$ cat src/rtl/xmem_stream_fetcher.sv
// xmem_stream_fetcher: streams num_words SRAM reads from base_addr to the Huffman decoder via a credit-gated skid FIFO.
// Optional FETCH_CHECKSUM_EN adds an XOR checksum of every word handed off.
module xmem_stream_fetcher #(
  parameter int DW         = 32,
  parameter int AW         = 11,
  parameter int LW         = 12,
  parameter int FIFO_DEPTH = 2
) (
  input  logic          clk,
  input  logic          reset,
  input  logic          start,
  input  logic [AW-1:0] base_addr,
  input  logic [LW-1:0] num_words,
  output logic          busy,
  output logic          done,
  output logic          sram_cen,
  output logic          sram_wen,
  output logic [AW-1:0] sram_addr,
  input  logic [DW-1:0] sram_q,
  output logic [DW-1:0] out_data,
  output logic          out_valid,
  input  logic          out_ready
`ifdef FETCH_CHECKSUM_EN
  ,
  output logic [DW-1:0] checksum
`endif
);
  localparam int PW = $clog2(FIFO_DEPTH);
  localparam int CW = PW + 1;
  typedef enum logic [1:0] {IDLE, FETCH, DRAIN, FINISH} state_t;
  state_t        state_q, state_d;
  logic [AW-1:0] addr_q, addr_d;
  logic [LW-1:0] left_q, left_d;
  logic          inflight_q, inflight_d;
  logic [CW-1:0] cnt_q, cnt_d;
  logic [PW-1:0] wr_q, wr_d, rd_q, rd_d;
  logic [DW-1:0] mem_q [FIFO_DEPTH];
  logic [CW:0]   credit;
  logic          pop, push, issue, accept;
  always_comb begin
    pop        = out_valid & out_ready;
    push       = inflight_q;
    accept     = (state_q == IDLE) & start;
    // Slots already promised (stored + in flight) minus the one leaving this cycle.
    credit     = {1'b0, cnt_q} + {{CW{1'b0}}, inflight_q} - {{CW{1'b0}}, pop};
    issue      = (state_q == FETCH) && (left_q != '0) && (credit < (CW+1)'(FIFO_DEPTH));
    state_d    = state_q;
    addr_d     = issue ? addr_q + AW'(1) : addr_q;
    left_d     = issue ? left_q - LW'(1) : left_q;
    inflight_d = issue;
    cnt_d      = cnt_q + CW'(push) - CW'(pop);
    wr_d       = wr_q + PW'(push);
    rd_d       = rd_q + PW'(pop);
    case (state_q)
      IDLE: begin
        addr_d  = accept ? base_addr : addr_q;
        left_d  = accept ? num_words : left_q;
        state_d = !accept ? IDLE : (num_words == '0) ? FINISH : FETCH;
      end
      FETCH:   state_d = (issue && left_q == LW'(1)) ? DRAIN : FETCH;
      DRAIN:   state_d = (!inflight_q && cnt_q == CW'(pop)) ? FINISH : DRAIN;
      default: state_d = IDLE;
    endcase
  end
  always_ff @(posedge clk) begin
    if (reset) begin
      state_q    <= IDLE;
      addr_q     <= '0;
      left_q     <= '0;
      inflight_q <= 1'b0;
      cnt_q      <= '0;
      wr_q       <= '0;
      rd_q       <= '0;
    end else begin
      state_q    <= state_d;
      addr_q     <= addr_d;
      left_q     <= left_d;
      inflight_q <= inflight_d;
      cnt_q      <= cnt_d;
      wr_q       <= wr_d;
      rd_q       <= rd_d;
    end
  end
  always_ff @(posedge clk) begin
    if (push) mem_q[wr_q] <= sram_q;
  end
  assign busy      = (state_q == FETCH) || (state_q == DRAIN);
  assign done      = (state_q == FINISH);
  assign sram_cen  = ~issue;
  assign sram_wen  = 1'b1;
  assign sram_addr = addr_q;
  assign out_valid = (cnt_q != '0);
  assign out_data  = out_valid ? mem_q[rd_q] : '0;
`ifdef FETCH_CHECKSUM_EN
  logic [DW-1:0] csum_q, csum_d;
  always_comb csum_d = accept ? '0 : pop ? csum_q ^ out_data : csum_q;
  always_ff @(posedge clk) begin
    if (reset) csum_q <= '0;
    else       csum_q <= csum_d;
  end
  assign checksum = csum_q;
`endif
endmodule

$ cat config.mk
export PLATFORM = sky130hd
export DESIGN_NAME = xmem_stream_fetcher
export DESIGN_NICKNAME = d
export VERILOG_FILES = /design/src/rtl/xmem_stream_fetcher.sv
export SDC_FILE = /design/constraint.sdc
export NUM_CORES = 1
export LEC_CHECK = 0
export ABC_AREA = 1
export BUFFER_PORTS_ARGS = -buffer_cell sky130_fd_sc_hd__buf_2
export CAP_MARGIN = 0
export CORE_ASPECT_RATIO = 1.5
export CORE_MARGIN = 1
export CORE_UTILIZATION = 40
export DETAILED_ROUTE_END_ITERATION = 7
export PLACE_DENSITY = 0.65
export REMOVE_ABC_BUFFERS = 1
export SLEW_MARGIN = 20
export SYNTH_ARGS = -nofsm -noshare
export SYNTH_HDL_FRONTEND = slang
export SYNTH_SLANG_ARGS = --single-unit
$ cat constraint.sdc
create_clock -name clk -period 4.1 [get_ports clk]
set_input_delay 0.82 -clock clk [delete_from_list [all_inputs] [get_ports clk]]
set_output_delay 0.82 -clock clk [all_outputs]
set_load 0.01 [all_outputs]
=== After elaboration in Yosys (flattened, before gate mapping) ===
Memories as Yosys holds them, arrays and structs flattened. A register that Yosys moved wholly into a read port is not among the register bits.
Index checks and enable logic that the tools add are counted.

* Bits in registers: 30
* Memory bits (writable): 64
* Input bits: 59
* Output and inout port bits: 48
* Word-level logic and storage cells: 53
* Memories: 1

{| class="wikitable"
|+ Memories
! memory !! depth !! width !! rd ports !! clocked after memory_dff !! wr ports !! line !! source
|-
| mem_q || 2 || 32 || 1 || 1 || 1 || 37 || <nowiki>logic [DW-1:0] mem_q [FIFO_DEPTH];</nowiki>
|}

* Add/subtract/negate cells: 8
* Order comparisons: 1
* Equal/unequal tests: 6
* Muxes and demuxes: 15
* Bitwise logic cells: 3
* Reduce and logical (&&, ||, !) cells: 12

{| class="wikitable"
|+ Operators by type and width
! operator !! count
|-
| $mux W12 || 3
|-
| $mux W11 || 3
|-
| $mux W32 || 1
|-
| $eq A12 B1 Y1 const B || 1
|-
| $logic_not A12 Y1 || 1
|-
| $reduce_bool A12 Y1 || 1
|-
| $sub A12 B1 Y12 const B || 1
|-
| $add A11 B1 Y11 const B || 1
|-
| $mux W2 || 3
|-
| $pmux W2 S3 || 1
|-
| $eq A2 B2 Y1 const B || 2
|-
| $logic_and A1 B1 Y1 || 4
|-
| $mux W1 || 4
|-
| $reduce_bool A2 Y1 || 2
|-
| $add A2 B1 Y3 || 1
|-
| $lt A3 B2 Y1 const B || 1
|-
| $sub A3 B1 Y3 || 1
|-
| $add A1 B1 Y1 || 2
|-
| $add A2 B1 Y2 || 1
|-
| $and A1 B1 Y1 || 2
|-
| $eq A2 B1 Y1 || 1
|-
| $eq A2 B1 Y1 const B || 1
|-
| $logic_not A2 Y1 || 1
|-
| $ne A2 B2 Y1 const B || 1
|-
| 5 further kinds || 5
|}

=== Depth between registers and ports, before layout ===
Gate-level depths: netlist (run 1).

* Word-level depth: 8
* Mapped depth: 19
* Gate-level depth less buffers: 18

=== Worst setup path before layout (run 1) ===
No wires, ideal clock.

* Kind: input port to output port
* Start: input out_ready
* End: output sram_cen
* Arrival time: 2.261 ns
* Required time: 3.280 ns
* Setup slack: 1.019 ns
* Stages on the path: 10
* Buffers on the path: 0
* Cells stage by stage: nand2_1 -> inv_1 -> ha_1 -> inv_1 -> ha_1 -> inv_1 -> fa_1 -> nand4_1 -> a21oi_1 -> inv_1

* Longest elaborated chain between the ends: 5

{| class="wikitable"
|+ RTL lines
! what !! line !! source
|-
| start: declaration || 22 || <nowiki>input logic out_ready</nowiki>
|-
| $and A1 B1 Y1 || 41 || <nowiki>pop = out_valid & out_ready;</nowiki>
|-
| $sub A3 B1 Y3 || 45 || <nowiki>credit = {1'b0, cnt_q} + {{CW{1'b0}}, inflight_q} - {{CW{1'b0}}, pop};</nowiki>
|-
| $lt A3 B2 Y1 || 46 || <nowiki>issue = (state_q == FETCH) && (left_q != '0) && (credit < (CW+1)'(FIFO_DEPTH));</nowiki>
|-
| $logic_and A1 B1 Y1 || 46 ||
|-
| $not A1 Y1 || 89 || <nowiki>assign sram_cen = ~issue;</nowiki>
|-
| end: declaration || 16 || <nowiki>output logic sram_cen,</nowiki>
|}

No other way between the ends.

=== Worst setup path after layout (run 1) ===
Ends and elaborated chain as after synthesis.

==> metrics.txt, run 1 <==
die area 11800 um^2; CP top delay family adder cells; #FFs+latches synth 94; Fin Setup TNS 0 ns; Non-Filler Instances 794; FMAX 294 MHz; GRT Util Overall 0.175; Startpoint Class primary input; syn avg cell area 8.42 um^2; clock buffer count from CTS 9; Critical Path, Cell by Cell buf_2 -> nand2_1 -> inv_1 -> ha_1 -> inv_1 -> ha_1 -> inv_1 -> fa_1 -> nand4_1 -> a21oi_1 -> inv_1 -> buf_2; TritonCTS Sinks 94; cell row count 47; sequential share of the synthesized area 0.553; worst min path class flip-flop to flip-flop; LEAKAGE 2.55 nW; Pins Over Slew Limit 0; crit path max fanout 3; total routed wirelength 10200 um; synthesized cell area 4560 um^2; Initial Util 0.413; max-cap violations 0; cells after synthesis 542; routed vias 3790; Reg clk slew, reported paths 0.07 ns; clk_skew 0.00562 ns; # DRC 0; Post-CTS Resized 0; met3 usage 0.0337; ratio of cells with drive above 1 in the final layout 0.221; GRT busiest layer met2; setup bufs post-CTS 0; Via density 4.77; CP dominant cell by count inv_1; Finished Cell Area 5520 um^2; post-synth cell types 32; Final Hold Viols 0; Final Cycle Share 0.829; grt met1 use 0.197; largest net degree at the start of global routing 34; DIE WIDTH 89.2 um; CORE AREA 11100 um^2; Fill cells 1109; H-tree depth 3; Layout Nets 714; CP max-delay cell fa_1; # diodes 0; CP peak stage delay 0.53 ns; Rel. slew slack 0.348; global route total overflow 0; DR WL/cell 12.9 um; placed cells 779; Post-DP Area 5230 um^2; final setup vio count 0; pwr dens 546 nW/um^2; hold buffers post-CTS 0; WS Path Type primary input to primary output; crit end category primary output; 1st-iter DRT viols 110; HPWL Detailed 7040 um; min Tclk post-route 3.40 ns; Die H 133 um; unrepaired setup endpoints after global routing no; Layout area overhead 21.0%; Top Ports 107; IO buf count 105; worst endpoint required time 3.28 ns; worst-skew pair later-pin latency 0.33 ns; initial antenna violation count 0; VDD IR max 0.219 mV; number of synthesis warnings 0; vias in the first global route 3641; CTS tree done; Root Driver clkbuf_16; outcome finished clean; Max clock buf depth 2; Worst Tran Pin Value 0.973 ns; Initial DRT Pass Iterations 4; first-pass GRT wire length 16200 um; Worst EP arrival 2.58 ns; met2 usage 0.321; Worst Hold Slack 0.547 ns; Antenna Nets Post-Route 0; Buf+Inv Stages, Crit Path 6; Final GP Congestion 0.864
==> layout make-up <==
| class | instances | area [um^2] | share of cell area |
|---|---|---|---|
| clock inverter | 6 | 68.8 | 0.0125 |
| clock buffer | 9 | 225 | 0.0408 |
| multi-input combinational | 374 | 1750 | 0.316 |
| inverter | 52 | 198 | 0.0358 |
| sequential | 94 | 2520 | 0.457 |
| tap | 147 | 184 | 0.0333 |
| timing repair buffer | 112 | 578 | 0.105 |
==> cell usage in the layout, fill, tap and decap left out, drive strengths merged, types with 4 or more instances in the layout <==
cell type,netlist,layout
ha,11,11
dfxtp,30,30
edfxtp,64,64
buf,5,112
nor3,4,4
or2,4,4
nand3,41,41
inv,51,53
nand4,5,5
nand2,166,166
o21ai,14,14
clkbuf,17,9
nor2,80,80
a21oi,39,39
==> sequential cells by signal (all words and copies together) (netlist names) <==
signal / flops
mem_q: 64
left_q: 12
sram_addr: 11
cnt_q: 2
state_q: 2
inflight_q: 1
rd_q: 1
wr_q: 1
==> layer usage <==
metal / wire, um / share of wire
met1: 4360 / 0.43
met2: 5280 / 0.52
met3: 474 / 0.046
met4: 93 / 0.0091
met5: 0 / 0
==> logic make-up after synthesis <==
family          synth area share
compound gates            0.0642
xor+xnor                 0.00384
fa+ha+maj                 0.0346
buf+inv                   0.0650
flops                      0.553
mux                      0.00219
other cells             0.000822
simple gates               0.276
==> power breakdown <==
part           leakage [nW]  switching, mW  internal (mW)
Clock                 0.142          0.355          0.474
Sequential            0.827         0.0701           1.14
Combinational          1.58          0.632          0.342
Total                  2.55           1.06           1.96
==> synthesized netlist by cell type <==
library cell,instances,area [um^2]
ha_1,11,138
buf_1,1,3.75
buf_6,1,11.3
nand3_1,40,200
nand3_4,1,17.5
nand2_1,163,612
nor2_4,2,22.5
nand4_1,5,31.3
xor2_1,1,8.76
buf_2,1,5.00
o21bai_1,2,15.0
inv_4,1,6.26
nor2_2,4,25.0
xnor2_1,1,8.76
nor3_1,4,20.0
and2_1,1,6.26
clkinv_1,1,3.75
o21ai_0,14,70.1
buf_4,2,15.0
conb_1,1,3.75
nor2_1,74,278
clkbuf_1,17,63.8
nand2_4,1,11.3
nand2_2,2,12.5
dfxtp_1,30,601
inv_1,50,188
edfxtp_1,64,1920
fa_1,1,20.0
mux2i_1,1,10.0
a21oi_1,39,195
or2_2,4,25.0
a31oi_1,2,12.5
==> path summary, 6_finish.rpt <==
path	from	endpoint	slack, ns	depth (start not counted)
worst max-delay path	out_ready	sram_cen	0.70	12
worst min-delay path	left_q[6]$_SDFFE_PP0P_	left_q[6]$_SDFFE_PP0P_	0.55	2
worst max register to register	cnt_q[1]$_SDFF_PP0_	sram_addr[3]$_SDFFE_PP0P_	1.07	16
worst min register to register	left_q[6]$_SDFFE_PP0P_	left_q[6]$_SDFFE_PP0P_	0.55	2
==> through the flow <==
stage	utilization	power, mW	worst slack, ns
after detailed placement	0.473	2.22	0.684
after floorplan	-	1.84	0.0866
after global routing	0.499	3.23	0.468
after global placement	0.473	2.19	0.704
final	0.499	3.01	0.701
after CTS	0.499	3.06	0.671
==> worst reg2reg max path, stage by stage, from the launching register on <==
cell	delay, ns
dfxtp_1	0.37
nor2_2	0.14
inv_1	0.05
nand2_1	0.08
inv_1	0.05
ha_1	0.26
inv_1	0.07
ha_1	0.14
inv_1	0.04
fa_1	0.53
nand3_1	0.09
nor2_1	0.25
nand3_4	0.30
nand2_4	0.26
inv_4	0.11
nor2_1	0.13
nor2_2	0.04
No activity file was read; power rests on OpenSTA's default activity.
==> run 2, diff against run 1 <==
- clock period: 4.1 -> 3.4 ns (I/O delays scaled with it)
==> metrics.txt, run 2 (same netlist as run 1, synthesis figures left out) <==
Multi-input gate area 1760 um^2 (was 1750 um^2); Final Util 0.503 (was 0.499); cell row count 47 (unchanged); final setup vio count 0 (unchanged); GRT Util Overall 0.178 (was 0.175); worst min path class primary input to flip-flop (was flip-flop to flip-flop); Switching Share 0.361 (was 0.351); Hold Path Stages 1 (was 2); initial antenna violation count 0 (unchanged); Root Driver clkbuf_16 (unchanged); most flop-heavy register mem_q (unchanged); Final Cycle Share 0.927; crit path max fanout 3 (unchanged); Overall Power 3.65 mW (was 3.01 mW); commonest non-fill, non-tap cell in the layout nand2_1 (unchanged); worst endpoint required time 2.72 ns (was 3.28 ns); CP top delay family adder cells (unchanged); VDD IR max 0.333 mV (was 0.219 mV); Antenna Nets Post-Route 0 (unchanged); Worst EP arrival 2.47 ns (was 2.58 ns); Comb pwr share 0.337 (was 0.323); met3 usage 0.0349 (was 0.0337); register share of total power 0.400 (was 0.402); Die H 133 um (unchanged); DIE WIDTH 89.2 um (unchanged); Pins Over Slew Limit 0 (unchanged); outcome finished clean (unchanged); hold_sp sram_q[2] (was left_q[6]$_SDFFE_PP0P_); TritonCTS Sinks 94 (unchanged); Place WS 0.259 ns (was 0.684 ns); Worst Hold Slack 0.531 ns (was 0.547 ns); IO buf count 105 (unchanged); # diodes 0 (unchanged); Fin Setup TNS 0 ns (unchanged); Startpoint Class flip-flop (was primary input); 1st-iter DRT viols 112 (was 110); pwr dens 657 nW/um^2 (was 546 nW/um^2); Initial Util 0.413 (unchanged); most frequent cells in the layout 162 x nand2_1, 105 x buf_2, 73 x nor2_1 (was 163 x nand2_1, 105 x buf_2, 73 x nor2_1); unrepaired setup endpoints after global routing no (unchanged); Via density 4.87 (was 4.77); max-cap violations 0 (unchanged); Final Hold Viols 0 (unchanged); Post-DP Area 5240 um^2 (was 5230 um^2); Initial DRT Pass Iterations 4 (unchanged); clock buffer count from CTS 9 (unchanged); min Tclk post-route 3.15 ns; PnR worst setup slack 0.247 ns (was 0.701 ns); Clock Power Share 0.262 (was 0.275); worst-skew pair later-pin latency 0.34 ns (was 0.33 ns); Layout Nets 718 (was 714); clk_skew 0.00613 ns (was 0.00562 ns); Non-Filler Instances 799 (was 794); Max clock buf depth 2 (unchanged); total routed wirelength 10400 um (was 10200 um); ratio of cells with drive above 1 in the final layout 0.232 (was 0.221); WS Path Type flip-flop to primary output (was primary input to primary output); routed vias 3893 (was 3790); Layout area overhead 21.8% (was 21.0%); # DRC 0 (unchanged); cell count of the worst reg-to-reg path 17 (was 16); Sw Pwr 1.32 mW (was 1.06 mW); Final GP Congestion 0.863 (was 0.864); Fill cells 1099 (was 1109); CORE AREA 11100 um^2 (unchanged); placed cells 780 (was 779); CP max-delay cell fa_1 (unchanged); LEAKAGE 2.56 nW (was 2.55 nW); first-pass GRT wire length 16600 um (was 16200 um); Worst Tran Pin Value 0.998 ns (was 0.973 ns); GRT busiest layer met2 (unchanged); Storage cell area 2530 um^2 (was 2520 um^2); CTS tree done (unchanged); P_int 2.33 mW (was 1.96 mW); Finished Cell Area 5560 um^2 (was 5520 um^2); HPWL Detailed 7360 um (was 7040 um); grt met1 use 0.195 (was 0.197); vias in the first global route 3824 (was 3641); FMAX 317 MHz; WHS Endpoint mem_q[1][2]$_DFFE_PP_ (was left_q[6]$_SDFFE_PP0P_); Buf+Inv Stages, Crit Path 6 (unchanged); met2 usage 0.328 (was 0.321); Largest register FFs 64 (unchanged); worst r2r src cnt_q[1]$_SDFF_PP0_ (unchanged); largest net degree at the start of global routing 35 (was 34); CP dominant cell by count inv_1 (unchanged); CP peak stage delay 0.55 ns (was 0.53 ns); Rel. slew slack 0.331 (was 0.348); Reg clk slew, reported paths 0.07 ns (about the same); crit end category primary output (unchanged); R2R setup slack 0.49 ns (was 1.07 ns); die area 11800 um^2 (unchanged); DR WL/cell 13.0 um (was 12.9 um); Top Ports 107 (unchanged); Critical Path, Cell by Cell nor2_4 -> inv_1 -> nand2_2 -> inv_1 -> ha_1 -> inv_2 -> ha_1 -> inv_1 -> fa_1 -> nand4_1 -> a21oi_2 -> inv_1 -> buf_2 (was buf_2 -> nand2_1 -> inv_1 -> ha_1 -> inv_1 -> ha_1 -> inv_1 -> fa_1 -> nand4_1 -> a21oi_1 -> inv_1 -> buf_2); H-tree depth 3 (unchanged); Reg-to-Reg End sram_addr[2]$_SDFFE_PP0P_ (was sram_addr[3]$_SDFFE_PP0P_); global route total overflow 0 (unchanged)
## run 2: metal layers
layer	wire length, um	share of wire
met2	5410	0.52
met1	4300	0.41
met4	165	0.016
met3	544	0.052
met5	0	0
## run 2: what timing repair did
| item | in CTS | in global routing |
|---|---|---|
| setup buffers | 0 | 3 |
| gates resized for setup | 0 | 6 |
| endpoints found under the setup margin | 0 | 1 |
| hold buffers | 0 | 0 |
| endpoints found under the hold margin | 0 | 0 |
## run 2: layout make-up
type | instances | share of cell area
flip-flops and latches | 94 | 0.455
multi-input cells | 374 | 0.316
repair buffers | 116 | 0.109
clock buffers | 10 | 0.0412
inverters | 52 | 0.0356
well taps | 147 | 0.0331
clock inverters | 6 | 0.00991
## run 2: power groups by stage
stage          logic [mW]  clock network [mW]  registers [mW]
2_1_floorplan       0.728                   0            1.50
6_report             1.23               0.957            1.46
3_5_place_dp         1.20                   0            1.49
4_1_cts              1.20               0.988            1.46
3_3_place_gp         1.17                   0            1.48
5_1_grt              1.41                1.02            1.48
## run 2: how the worst max path moves through the flow
stage | from | endpoint | slack (ns) | cells past startpoint
global placement | out_ready | sram_cen | 0.29 | 12
floorplan | cnt_q[1]$_SDFF_PP0_ | sram_addr[2]$_SDFFE_PP0P_ | -0.50 | 16
finish | cnt_q[1]$_SDFF_PP0_ | sram_cen | 0.25 | 13
CTS | cnt_q[1]$_SDFF_PP0_ | sram_cen | 0.09 | 13
global route | cnt_q[1]$_SDFF_PP0_ | sram_cen | 0.02 | 13
detailed placement | out_ready | sram_cen | 0.26 | 12
==> run 3, diff against run 2 <==
- PLACE_DENSITY: 0.65 -> 0.59
==> metrics.txt, run 3 (same netlist as run 1, synthesis figures left out) <==
# DRC 0 (unchanged); Worst Hold Slack 0.532 ns (was 0.531 ns); Reg clk slew, reported paths 0.07 ns (about the same); largest net degree at the start of global routing 35 (unchanged); Startpoint Class flip-flop (unchanged); min Tclk post-route 3.21 ns (was 3.15 ns); Die H 133 um (unchanged); Initial Util 0.413 (unchanged); ratio of cells with drive above 1 in the final layout 0.226 (was 0.232); Place WS 0.258 ns (was 0.259 ns); LEAKAGE 2.56 nW (about the same); Critical Path, Cell by Cell nor2_2 -> inv_1 -> nand2_1 -> inv_1 -> ha_1 -> inv_1 -> ha_1 -> inv_1 -> fa_1 -> nand4_1 -> a21oi_2 -> inv_1 -> buf_2 (was nor2_4 -> inv_1 -> nand2_2 -> inv_1 -> ha_1 -> inv_2 -> ha_1 -> inv_1 -> fa_1 -> nand4_1 -> a21oi_2 -> inv_1 -> buf_2); Via density 4.88 (was 4.87); routed vias 3876 (was 3893); PnR worst setup slack 0.191 ns (was 0.247 ns); Fill cells 1109 (was 1099); global route total overflow 0 (unchanged); Final Hold Viols 0 (unchanged); Largest register FFs 64 (unchanged); FMAX 312 MHz (was 317 MHz); VDD IR max 0.286 mV (was 0.333 mV); total routed wirelength 10400 um (about the same); WS Path Type flip-flop to primary output (unchanged); TritonCTS Sinks 94 (unchanged); worst min path class primary input to flip-flop (unchanged); Top Ports 107 (unchanged); clk_skew 0.00614 ns (was 0.00613 ns); Worst Tran Pin Value 1.00 ns (was 0.998 ns); HPWL Detailed 7090 um (was 7360 um); H-tree depth 3 (unchanged); vias in the first global route 3718 (was 3824); DIE WIDTH 89.2 um (unchanged); commonest non-fill, non-tap cell in the layout nand2_1 (unchanged); Rel. slew slack 0.329 (was 0.331); crit end category primary output (unchanged); worst endpoint required time 2.72 ns (about the same); Finished Cell Area 5580 um^2 (was 5560 um^2); Final GP Congestion 0.874 (was 0.863); Root Driver clkbuf_16 (unchanged); Worst EP arrival 2.53 ns (was 2.47 ns); first-pass GRT wire length 16600 um (about the same); Post-DP Area 5230 um^2 (was 5240 um^2); Layout Nets 713 (was 718); initial antenna violation count 0 (unchanged); CP top delay family adder cells (unchanged); max-cap violations 0 (unchanged); DR WL/cell 13.0 um (about the same); outcome finished clean (unchanged); 1st-iter DRT viols 101 (was 112); worst-skew pair later-pin latency 0.33 ns (was 0.34 ns); Layout area overhead 22.2% (was 21.8%); Max clock buf depth 2 (unchanged); final setup vio count 0 (unchanged); CP peak stage delay 0.53 ns (was 0.55 ns); crit path max fanout 5 (was 3); GRT Util Overall 0.180 (was 0.178); most flop-heavy register mem_q (unchanged); cell row count 47 (unchanged); CTS tree done (unchanged); CP max-delay cell fa_1 (unchanged); # diodes 0 (unchanged); CP dominant cell by count inv_1 (unchanged); CORE AREA 11100 um^2 (unchanged); Antenna Nets Post-Route 0 (unchanged); Final Cycle Share 0.944 (was 0.927); Overall Power 3.80 mW (was 3.65 mW); most frequent cells in the layout 163 x nand2_1, 105 x buf_2, 73 x nor2_1 (was 162 x nand2_1, 105 x buf_2, 73 x nor2_1); Initial DRT Pass Iterations 4 (unchanged); Pins Over Slew Limit 0 (unchanged); setup bufs post-CTS 0 (unchanged); die area 11800 um^2 (unchanged); clock buffer count from CTS 9 (unchanged); IO buf count 105 (unchanged); pwr dens 682 nW/um^2 (was 657 nW/um^2); Buf+Inv Stages, Crit Path 6 (unchanged)
## run 3: changes by cell type in the layout (fill, tap and decap cells not counted), moves of 2 or more
cell,delta
ha_1,-2
bufinv_16,+3
ha_2,+2
buf_4,-5
## run 3: layout make-up
class	count	area, um^2	share of cell area
sequential	94	2520	0.453
timing repair buffer	111	571	0.102
tap	147	184	0.0330
multi-input combinational	374	1750	0.315
inverter	52	198	0.0354
clock buffer	10	229	0.0411
clock inverter	6	118	0.0211
## run 3: stage by stage
step                      utilization  TNS (ns)  std cells
after global routing            0.504  -0.00748        794
after detailed placement        0.473         0        778
after global placement          0.473         0        778
after floorplan                     -    -11.03        520
final                           0.504         0        794
after CTS                       0.504         0        794
## run 3: report_power, final
part	internal (mW)	switching, mW
sequential	1.38	0.0840
clock	0.727	0.431
combinational	0.413	0.770
total	2.52	1.29
## run 3: worst register-to-register path, stage by stage (launching register included)
cell and delay, ns:
dfxtp_2 0.35, nor2_2 0.13, inv_1 0.06, nand2_1 0.09
inv_1 0.05, ha_1 0.26, inv_1 0.07, ha_1 0.14
inv_1 0.04, fa_1 0.53, nand3_1 0.09, nor2_1 0.27
nand3_4 0.12, buf_4 0.25, nand3_1 0.11, nand2_1 0.05
nor2_1 0.13
## run 3: path summary, 6_finish.rpt
check	slack (ns)	endpoint	start	cells after the start
setup / recovery	0.19	sram_cen	cnt_q[1]$_SDFF_PP0_	13
hold reg to reg	0.54	left_q[4]$_SDFFE_PP0P_	left_q[4]$_SDFFE_PP0P_	2
setup reg to reg	0.60	left_q[5]$_SDFFE_PP0P_	cnt_q[1]$_SDFF_PP0_	16
hold / removal	0.53	mem_q[1][8]$_DFFE_PP_	sram_q[8]	1
## run 3: per-layer routing
metal  GRT usage  vias up  routed length, um  part of all wire
met3      0.0349       15                528             0.051
met1       0.202     1804               4260              0.41
met5           0        -                  0                 0
met4      0.0670        0                161             0.016
li1            -     1952                  -                 -
met2       0.326      105               5410              0.52
## run 3: timing repair
action / 4_1_cts / 5_1_grt
endpoints found under the setup margin: 0 / 1
hold endpoints to repair: 0 / 0
resized for setup: 0 / 2
hold buffers: 0 / 0
